`src/rtl/pong_object_engine.sv`:
```
// Per-frame game-object engine for VGA pong: paddles, ball, bounces, score and
// serve/play/over sequencing, plus registered per-pixel object hit flags.
module pong_object_engine #(
  parameter int unsigned WIDTH        = 640,
  parameter int unsigned HEIGHT       = 480,
  parameter int unsigned PAD_HW       = 25,
  parameter int unsigned PAD_HH       = 33,
  parameter int unsigned BALL_R       = 4,
  parameter int unsigned PAD_SPEED    = 1,
  parameter int unsigned BALL_VX      = 2,
  parameter int unsigned BALL_VY      = 1,
  parameter int unsigned P1_XMIN      = 26,
  parameter int unsigned P1_XMAX      = 270,
  parameter int unsigned P2_XMIN      = 370,
  parameter int unsigned P2_XMAX      = 614,
  parameter int unsigned SERVE_FRAMES = 60,
  parameter int unsigned WIN_SCORE    = 7
) (
  input  logic       clk,
  input  logic       reset,
  input  logic       frameTick,
  input  logic [3:0] p1_btn,
  input  logic [3:0] p2_btn,
  input  logic [9:0] x,
  input  logic [8:0] y,
  output logic       p1_hit,
  output logic       p2_hit,
  output logic       ball_hit,
  output logic [9:0] p1_x,
  output logic [9:0] p2_x,
  output logic [9:0] ball_x,
  output logic [8:0] p1_y,
  output logic [8:0] p2_y,
  output logic [8:0] ball_y,
  output logic [3:0] p1_score,
  output logic [3:0] p2_score,
  output logic [1:0] state,
  output logic [1:0] winner,
  output logic       p2_cross
);

  localparam int unsigned PW = 12;
  localparam int unsigned CW = $clog2(SERVE_FRAMES + 1);

  localparam logic [9:0] P1_X0   = 10'd80;
  localparam logic [9:0] P2_X0   = 10'(WIDTH - 80);
  localparam logic [8:0] PAD_Y0  = 9'(HEIGHT / 2);
  localparam logic [9:0] BALL_X0 = 10'(WIDTH / 2);
  localparam logic [8:0] BALL_Y0 = 9'(HEIGHT / 2);

  localparam logic [PW-1:0] SPD   = PW'(PAD_SPEED);
  localparam logic [PW-1:0] P1_LO = PW'(P1_XMIN);
  localparam logic [PW-1:0] P1_HI = PW'(P1_XMAX);
  localparam logic [PW-1:0] P2_LO = PW'(P2_XMIN);
  localparam logic [PW-1:0] P2_HI = PW'(P2_XMAX);
  localparam logic [PW-1:0] Y_LO  = PW'(PAD_HH + 1);
  localparam logic [PW-1:0] Y_HI  = PW'(HEIGHT - PAD_HH - 2);

  localparam logic signed [PW-1:0] S_ZERO = '0;
  localparam logic signed [PW-1:0] S_HW   = PW'(PAD_HW);
  localparam logic signed [PW-1:0] S_HH   = PW'(PAD_HH);
  localparam logic signed [PW-1:0] S_R    = PW'(BALL_R);
  localparam logic signed [PW-1:0] S_VX   = PW'(BALL_VX);
  localparam logic signed [PW-1:0] S_VY   = PW'(BALL_VY);
  localparam logic signed [PW-1:0] S_WMAX = PW'(WIDTH - 1);
  localparam logic signed [PW-1:0] S_HMAX = PW'(HEIGHT - 1);

  typedef enum logic [1:0] {SERVE = 2'd0, PLAY = 2'd1, OVER = 2'd2} gameState_e;

  gameState_e curState, nxtState;
  logic          frameTickQ, tick;
  logic          ballVxNeg, ballVyNeg, serveNeg;
  logic          vxNegNxt, vyNegNxt, serveNegNxt;
  logic [CW-1:0] serveCnt, serveCntNxt;
  logic [9:0]    p1XNxt, p2XNxt, ballXNxt;
  logic [8:0]    p1YNxt, p2YNxt, ballYNxt;
  logic [3:0]    p1ScoreNxt, p2ScoreNxt;
  logic [1:0]    winnerNxt;
  logic signed [PW-1:0] nx, ny;
  logic          scoreP1, scoreP2;

  function automatic logic signed [PW-1:0] sx(input logic [PW-1:0] v);
    return $signed(v);
  endfunction

  // One step toward the pressed direction, saturating at the bound.
  function automatic logic [PW-1:0] movePaddle(input logic [PW-1:0] cur, input logic dec,
                                               input logic inc, input logic [PW-1:0] lo,
                                               input logic [PW-1:0] hi);
    logic [PW-1:0] res;
    res = cur;
    if (dec && !inc)      res = (cur < lo + SPD) ? lo : cur - SPD;
    else if (inc && !dec) res = (cur + SPD > hi) ? hi : cur + SPD;
    return res;
  endfunction

  function automatic logic boxOverlap(input logic signed [PW-1:0] bx, by, px, py);
    return (bx + S_R >= px - S_HW) && (bx - S_R <= px + S_HW) &&
           (by + S_R >= py - S_HH) && (by - S_R <= py + S_HH);
  endfunction

  function automatic logic covers(input logic signed [PW-1:0] qx, qy, cx, cy, hw, hh);
    return (qx > cx - hw) && (qx < cx + hw) && (qy > cy - hh) && (qy < cy + hh);
  endfunction

  assign state = curState;

  // Next-state and per-frame object update
  always_comb begin
    nxtState    = curState;
    p1XNxt      = p1_x;
    p1YNxt      = p1_y;
    p2XNxt      = p2_x;
    p2YNxt      = p2_y;
    ballXNxt    = ball_x;
    ballYNxt    = ball_y;
    vxNegNxt    = ballVxNeg;
    vyNegNxt    = ballVyNeg;
    serveNegNxt = serveNeg;
    serveCntNxt = serveCnt;
    p1ScoreNxt  = p1_score;
    p2ScoreNxt  = p2_score;
    winnerNxt   = winner;
    nx          = S_ZERO;
    ny          = S_ZERO;
    scoreP1     = 1'b0;
    scoreP2     = 1'b0;

    if (tick && curState != OVER) begin
      p1XNxt = 10'(movePaddle(PW'(p1_x), p1_btn[1], p1_btn[0], P1_LO, P1_HI));
      p1YNxt = 9'(movePaddle(PW'(p1_y), p1_btn[3], p1_btn[2], Y_LO, Y_HI));
      p2XNxt = 10'(movePaddle(PW'(p2_x), p2_btn[1], p2_btn[0], P2_LO, P2_HI));
      p2YNxt = 9'(movePaddle(PW'(p2_y), p2_btn[3], p2_btn[2], Y_LO, Y_HI));
    end

    if (tick) begin
      unique case (curState)
        SERVE: begin
          ballXNxt = BALL_X0;
          ballYNxt = BALL_Y0;
          if (serveCnt == '0) begin
            nxtState = PLAY;
            vxNegNxt = serveNeg;
            vyNegNxt = 1'b0;
          end else begin
            serveCntNxt = serveCnt - CW'(1);
          end
        end
        PLAY: begin
          nx = sx(PW'(ball_x)) + (ballVxNeg ? -S_VX : S_VX);
          ny = sx(PW'(ball_y)) + (ballVyNeg ? -S_VY : S_VY);
          if (ny - S_R < S_ZERO) begin
            ny       = S_R;
            vyNegNxt = 1'b0;
          end else if (ny + S_R > S_HMAX) begin
            ny       = S_HMAX - S_R;
            vyNegNxt = 1'b1;
          end
          // Paddle tests use the pre-tick paddle positions
          if (ballVxNeg && boxOverlap(nx, ny, sx(PW'(p1_x)), sx(PW'(p1_y)))) begin
            nx       = sx(PW'(p1_x)) + S_HW + S_R + PW'(1);
            vxNegNxt = 1'b0;
          end
          if (!ballVxNeg && boxOverlap(nx, ny, sx(PW'(p2_x)), sx(PW'(p2_y)))) begin
            nx       = sx(PW'(p2_x)) - S_HW - S_R - PW'(1);
            vxNegNxt = 1'b1;
          end
          if (nx - S_R <= S_ZERO)        scoreP2 = 1'b1;
          else if (nx + S_R >= S_WMAX)   scoreP1 = 1'b1;

          if (scoreP1 || scoreP2) begin
            ballXNxt    = BALL_X0;
            ballYNxt    = BALL_Y0;
            serveCntNxt = CW'(SERVE_FRAMES);
            nxtState    = SERVE;
            if (scoreP1) begin
              p1ScoreNxt  = p1_score + 4'd1;
              serveNegNxt = 1'b1;
              if (p1ScoreNxt == 4'(WIN_SCORE)) begin
                nxtState  = OVER;
                winnerNxt = 2'd1;
              end
            end else begin
              p2ScoreNxt  = p2_score + 4'd1;
              serveNegNxt = 1'b0;
              if (p2ScoreNxt == 4'(WIN_SCORE)) begin
                nxtState  = OVER;
                winnerNxt = 2'd2;
              end
            end
          end else begin
            ballXNxt = 10'(nx);
            ballYNxt = 9'(ny);
          end
        end
        default: ;
      endcase
    end
  end

  // State registers, frame-edge detect and per-pixel hit flags
  always_ff @(posedge clk) begin
    if (reset) begin
      curState   <= SERVE;
      frameTickQ <= 1'b0;
      tick       <= 1'b0;
      p1_x       <= P1_X0;
      p1_y       <= PAD_Y0;
      p2_x       <= P2_X0;
      p2_y       <= PAD_Y0;
      ball_x     <= BALL_X0;
      ball_y     <= BALL_Y0;
      ballVxNeg  <= 1'b0;
      ballVyNeg  <= 1'b0;
      serveNeg   <= 1'b0;
      serveCnt   <= CW'(SERVE_FRAMES);
      p1_score   <= '0;
      p2_score   <= '0;
      winner     <= '0;
      p2_cross   <= (P2_X0 >= 10'(P2_XMIN));
      p1_hit     <= 1'b0;
      p2_hit     <= 1'b0;
      ball_hit   <= 1'b0;
    end else begin
      curState   <= nxtState;
      frameTickQ <= frameTick;
      tick       <= frameTick & ~frameTickQ;
      p1_x       <= p1XNxt;
      p1_y       <= p1YNxt;
      p2_x       <= p2XNxt;
      p2_y       <= p2YNxt;
      ball_x     <= ballXNxt;
      ball_y     <= ballYNxt;
      ballVxNeg  <= vxNegNxt;
      ballVyNeg  <= vyNegNxt;
      serveNeg   <= serveNegNxt;
      serveCnt   <= serveCntNxt;
      p1_score   <= p1ScoreNxt;
      p2_score   <= p2ScoreNxt;
      winner     <= winnerNxt;
      p2_cross   <= (p2XNxt >= 10'(P2_XMIN));
      p1_hit     <= covers(sx(PW'(x)), sx(PW'(y)), sx(PW'(p1_x)), sx(PW'(p1_y)), S_HW, S_HH);
      p2_hit     <= covers(sx(PW'(x)), sx(PW'(y)), sx(PW'(p2_x)), sx(PW'(p2_y)), S_HW, S_HH);
      ball_hit   <= covers(sx(PW'(x)), sx(PW'(y)), sx(PW'(ball_x)), sx(PW'(ball_y)), S_R, S_R);
    end
  end

endmodule
```
`config.mk`:
```
export PLATFORM = sky130hd
export DESIGN_NAME = pong_object_engine
export DESIGN_NICKNAME = d
export VERILOG_FILES = /design/src/rtl/pong_object_engine.sv
export SDC_FILE = /design/constraint.sdc
export NUM_CORES = 1
export LEC_CHECK = 0
export CAP_MARGIN = 5
export CORE_MARGIN = 5
export CORE_UTILIZATION = 25
export CTS_CLUSTER_DIAMETER = 30
export CTS_CLUSTER_SIZE = 28
export DETAILED_ROUTE_END_ITERATION = 12
export GPL_ROUTABILITY_DRIVEN = 0
export MAX_ROUTING_LAYER = met4
export PLACE_DENSITY = 0.4
export SETUP_SLACK_MARGIN = 0.1
export SYNTH_ARGS = -nofsm -noshare
export SYNTH_HDL_FRONTEND = slang
export SYNTH_SLANG_ARGS = --single-unit
export TNS_END_PERCENT = 50
```
`constraint.sdc`:
```
create_clock -name clk -period 18.7 [get_ports clk]
set_input_delay 3.74 -clock clk [delete_from_list [all_inputs] [get_ports clk]]
set_output_delay 3.74 -clock clk [all_outputs]
set_load 0.05 [all_outputs]
```
==> results of run 1 <==
## state kept, by name, summed over array words and instances (netlist names)
name	flops
ball_x	10
p1_x	10
p2_x	10
ball_y	9
p1_y	9
p2_y	9
serveCnt	6
p1_score	4
p2_score	4
state	2
winner	2
ballVxNeg	1
ballVyNeg	1
ball_hit	1
frameTickQ	1
p1_hit	1
p2_cross	1
p2_hit	1
serveNeg	1
tick	1
## placed cells by master, fill, tap and decap left out, types with 42 or more instances in the layout
master           Yosys  routed
nand2_1            151     151
nand2b_1            46      46
nor2b_1             48      48
nor3_1              42      42
nand3_1             75      75
xor2_1              48      48
clkdlybuf4s50_1      0     101
nor2_1             170     170
a21oi_1            131     131
xnor2_1            107     107
dfxtp_1             84      84
o21ai_0            139     138
ha_1               241     241
inv_1               94      94
## worst register-to-register path: cells and delay by family, from the launching register on
kind                     cells  cell delay (ps)
AND/OR/NAND/NOR             17             3870
adder cells (fa/ha/maj)      4             1350
XOR/XNOR                     1              160
buffers and inverters        3              730
flip-flops                   1              660
AO/OA/AOI/OAI               16             3750
multiplexers                 2             1170
## cell type report
type                            count  area [um2]
Clock buffer                        9         225
Clock inverter                      7        58.8
Fill cell                        6103       39400
Inverter                           95         357
Multi-Input combinational cell   1643       11600
Sequential cell                    84        1680
Tap cell                          748         936
Timing Repair Buffer              119        1140
## path summary, 6_finish.rpt
kind / start / end / slack [ps] / cells past startpoint
min: frameTickQ / tick / 390 / 1
min reg2reg: frameTickQ / tick / 390 / 1
max: ballVyNeg / ball_x[9] / 6950 / 43
max reg2reg: ballVyNeg / ball_x[9] / 6950 / 43
## synthesized netlist by cell type, types with 8 or more instances
cell type / instances / area [um2]
a211o_1: 9 / 78.8
a211oi_1: 19 / 143
a21o_1: 29 / 218
a21oi_1: 131 / 656
a22oi_1: 15 / 113
a31oi_1: 23 / 144
and2_1: 16 / 100
and3_1: 15 / 93.8
clkbuf_1: 71 / 267
dfxtp_1: 84 / 1680
ha_1: 241 / 3020
inv_1: 94 / 353
mux2i_1: 19 / 190
nand2_1: 151 / 567
nand2b_1: 46 / 288
nand3_1: 75 / 375
nand4_1: 34 / 213
nor2_1: 170 / 638
nor2b_1: 48 / 300
nor3_1: 42 / 210
nor4_1: 14 / 87.6
o211ai_1: 16 / 120
o21a_1: 29 / 218
o21ai_0: 139 / 696
o221ai_1: 9 / 78.8
o22a_1: 9 / 78.8
o31ai_1: 8 / 60.1
or2_2: 11 / 68.8
or3_1: 14 / 87.6
xnor2_1: 107 / 937
xor2_1: 48 / 420
## power groups by stage
stage	registers, mW	logic, mW	clock network, mW
finish	0.194	0.192	0.188
global route	0.195	0.215	0.201
CTS	0.194	0.194	0.198
detailed placement	0.198	0.192	0
global placement	0.198	0.192	0
floorplan	0.202	0.121	0
## metal layers
metal  vias up  routed length (um)  track usage
met3        25                2050       0.0244
met2       264               25000        0.290
li1       7078                   -            -
met1      6714               26200        0.241
met4         0                 529       0.0269
met5         -                   0            -
## per-stage QoR
step                       util  power [mW]  setup slack [ps]
after floorplan               -       0.322              9020
after global placement    0.285       0.390              7370
after detailed placement  0.285       0.390              7110
after CTS                 0.290       0.586              7050
after global routing      0.290       0.611              6050
final                     0.290       0.573              6950
## kinds of logic after synthesis
logic type / count (synthesis) / share of synthesized area
compound gates: 531 / 0.247
mux: 26 / 0.0192
buf+inv: 183 / 0.0513
other cells: 1 / 0.000267
simple gates: 682 / 0.244
flops: 84 / 0.120
xor+xnor: 156 / 0.0987
fa+ha+maj: 246 / 0.220
==> impl_metrics.ini, run 1 <==
[outcome]
status = finished, final reports clean

[global_routing]
gr-total-overflow = 0
track_usage = 0.178
grt_pass1_wl_um = 83100
grt_max_degree = 54
grt_pass1_vias = 13700
antenna_found_initial = 0

[sta]
final.setup.tns_ps = 0
fmax_mhz = 85.1
timing.hold.ws_ps = 386
fin_worst_skew_ps = 9.65
tightest_slew_ps = 1070
relSlewSlack = 0.278
setup_violations = 0
slew_violations = 0
rsz0062_at_grt = no
period_share = 0.628
hold_viol = 0
period_minus_slack_ps = 11750

[worst_setup_path]
slowest_delay_ps = 660
critPathBufInv = 3
crit_path_end_kind = flop
cp-start-kind = flop
path_common_cell = a21oi_1
crit_required_ps = 19000
path_class = reg2reg
arrival_ps = 12050
crit_slowest_cell = dfxtp_1
cpLargestDelayFamily = simple AND/OR/NAND/NOR gates
path_max_fanout = 39

[pwr]
sw_frac_of_total = 0.395
peakVddDrop_mv = 0.0398
power.share.combinational = 0.335
p_seq_frac = 0.338
p_sw_mw = 0.226
clkPwrFrac = 0.327
leakagePower_nw = 6.24
p_int_mw = 0.347
power.density_nw_per_um2 = 35.7

[die]
die_area_um2 = 61000
io_pins = 103
core_um2 = 55400
fp-row-count = 86
fp.dieW_um = 247
initial_core_util = 0.253
dieHeight_um = 247

[route]
post-route-drc-count = 0
finalWirelength_um = 53800
firstDrtPassIters = 5
ant_nets = 0
drt-vias-per-instance = 5.21
drt_iter0_markers = 934
num_vias = 14100
wl_per_cell_um = 19.9

[placement]
dp_cells = 2689
hpwlAfterDp_um = 42800
io_buffers = 102
placed_cell_area_um2 = 15800

[final_layout]
diodes = 0
final_nets = 2225
fin_cells = 2705
finalInstanceArea_um2 = 16100
syn_to_final_growth_pct = 14.3
drive_gt1_frac = 0.0388

[clock_network]
post_cts_buffers = 0
tritoncts = yes
numCtsBuffers = 9
clk_path_buf_depth = 2
cts_resized = 0
clk_pin_slew_worst_paths_ps = 80
clk_latency_ps = 380
cts-root-buf = clkbuf_16
clock_sinks = 84
h-tree-depth = 3
holdBufCountCts = 0

[synth]
synth-main-ff-cell = dfxtp_1
synth_cell_type_count = 92
yosysWarnings = 0
syn_area_um2 = 14000
syn_area_per_cell_um2 = 7.35
postSynth.asyncResetShare = 0
netlist_instances = 1909
yosysSeqAreaShare = 0.120
ys_ff_latch = 84
synth_edf_count = 0

[hold_path]
hold_path_class = reg2reg

[flow_run]
maxCapViolations = 0
Note: power is estimated with default switching activity, not from simulation.
==> inputs of run 2 (changes only) <==
Settings changed: PLACE_DENSITY 0.4 to 0.41.
Clock period 18.7 ns to 10.2 ns, I/O delays scaled along.
==> impl_metrics.ini, run 2 (synthesis gave the netlist of run 1 again) <==
[outcome]
status = finished, final reports clean

[worst_setup_path]
slowest_delay_ps = 520
path_max_fanout = 8
cp-start-kind = flop
crit_path_end_kind = flop
arrival_ps = 9950
reg2regPathDepth = 43
path_class = reg2reg
crit_slowest_cell = or4_1
crit_required_ps = 10480

[sta]
tightest_slew_ps = 1030
period_minus_slack_ps = 9680
fin_ws_ps = 521
rsz0062_at_grt = yes
relSlewSlack = 0.308
slew_violations = 0
hold_viol = 0
fin_worst_skew_ps = 17.3
timing.hold.ws_ps = 409
final.setup.tns_ps = 0
setup_violations = 0
fmax_mhz = 103
period_share = 0.949

[final_layout]
final_cell_mix = ha_1, nor2_1, nand2_1
top_regs = ball_x (10), p1_x (10), p2_x (10)
final_common_cell = ha_1
finalInstanceArea_um2 = 16500
syn_to_final_growth_pct = 17.7
final_nets = 2272
drive_gt1_frac = 0.0714
diodes = 0

[global_routing]
grt_max_degree = 55
antenna_found_initial = 1
grt_pass1_wl_um = 83300
track_usage = 0.179
grt_pass1_vias = 13600
gr-total-overflow = 0

[hold_path]
hold_path_class = reg2reg
hold_depth = 1

[clock_network]
tritoncts = yes
clk_pin_slew_worst_paths_ps = 80
clk_path_buf_depth = 2
h-tree-depth = 3
holdBufCountCts = 0
numCtsBuffers = 9
clk_latency_ps = 390
cts-root-buf = clkbuf_16
clock_sinks = 84

[placement]
placed_cell_area_um2 = 16000
pre_cts_ws_ps = 83.3
io_buffers = 102
hpwlAfterDp_um = 43800

[route]
wl_per_cell_um = 19.9
drt-vias-per-instance = 5.26
post-route-drc-count = 0
ant_nets = 0
drt_iter0_markers = 967
num_vias = 14500
finalWirelength_um = 54700
firstDrtPassIters = 5

[die]
fp.dieW_um = 247
dieHeight_um = 247
io_pins = 103
core_um2 = 55400
fp-row-count = 86
initial_core_util = 0.253
die_area_um2 = 61000

[pwr]
power.density_nw_per_um2 = 65.8
leakagePower_nw = 6.49
peakVddDrop_mv = 0.0712
power_mw = 1.09

[flow_run]
maxCapViolations = 0
==> run 2: cell types whose count changed in the layout (fill, tap and decap cells not counted), moves of 3 or more <==
cell	change
ha_1	-3
a21oi_2	+5
a21oi_1	-5
buf_4	+44
==> run 2: area by class of cell <==
cell class                      instances  area (um2)
Tap cell                              748         936
Multi-Input combinational cell       1643       11700
Fill cell                            6031       38900
Clock buffer                           10         239
Inverter                               95         357
Clock inverter                          6        71.3
Timing Repair Buffer                  166        1500
Sequential cell                        84        1690
==> run 2: worst paths after layout <==
kind,startpoint,end,slack [ps]
setup reg to reg,ballVyNeg,ball_y[5],520
hold reg to reg,frameTickQ,tick,410
hold / removal,frameTickQ,tick,410
setup / recovery,ballVyNeg,ball_y[5],520
==> run 2: stage by stage <==
step,util,instances
4_1_cts,0.294,2737
3_3_place_gp,0.289,2721
3_5_place_dp,0.289,2721
6_report,0.298,2752
2_1_floorplan,-,1910
5_1_grt,0.298,2752
==> run 2: where the power goes <==
group	internal [mW]	switching, mW	total, mW
logic	0.134	0.220	0.354
registers	0.335	0.0199	0.355
clock network	0.199	0.178	0.378
==> run 2: worst max-delay path: cells and delay by family, from the launching register on <==
family,cells,cell delay (ps)
xor+xnor,1,150
compound gates,13,3020
flops,1,410
fa+ha+maj,4,1180
simple gates,17,3470
mux,2,460
buf+inv,6,900
==> run 2: layer usage <==
| layer | GRT usage | wire length [um] | up-vias |
|---|---|---|---|
| met5 | - | 0 | - |
| met4 | 0.0391 | 1140 | 0 |
| met3 | 0.0272 | 2360 | 64 |
| met2 | 0.285 | 24900 | 332 |
| met1 | 0.241 | 26300 | 6912 |
| li1 | - | - | 7163 |
==> run 2: what timing repair did <==
item,CTS,global route
endpoints found under the setup margin,7,38
gates resized for setup,1,26
cloned,0,1
buffers inserted,0,14
pin swaps,0,7
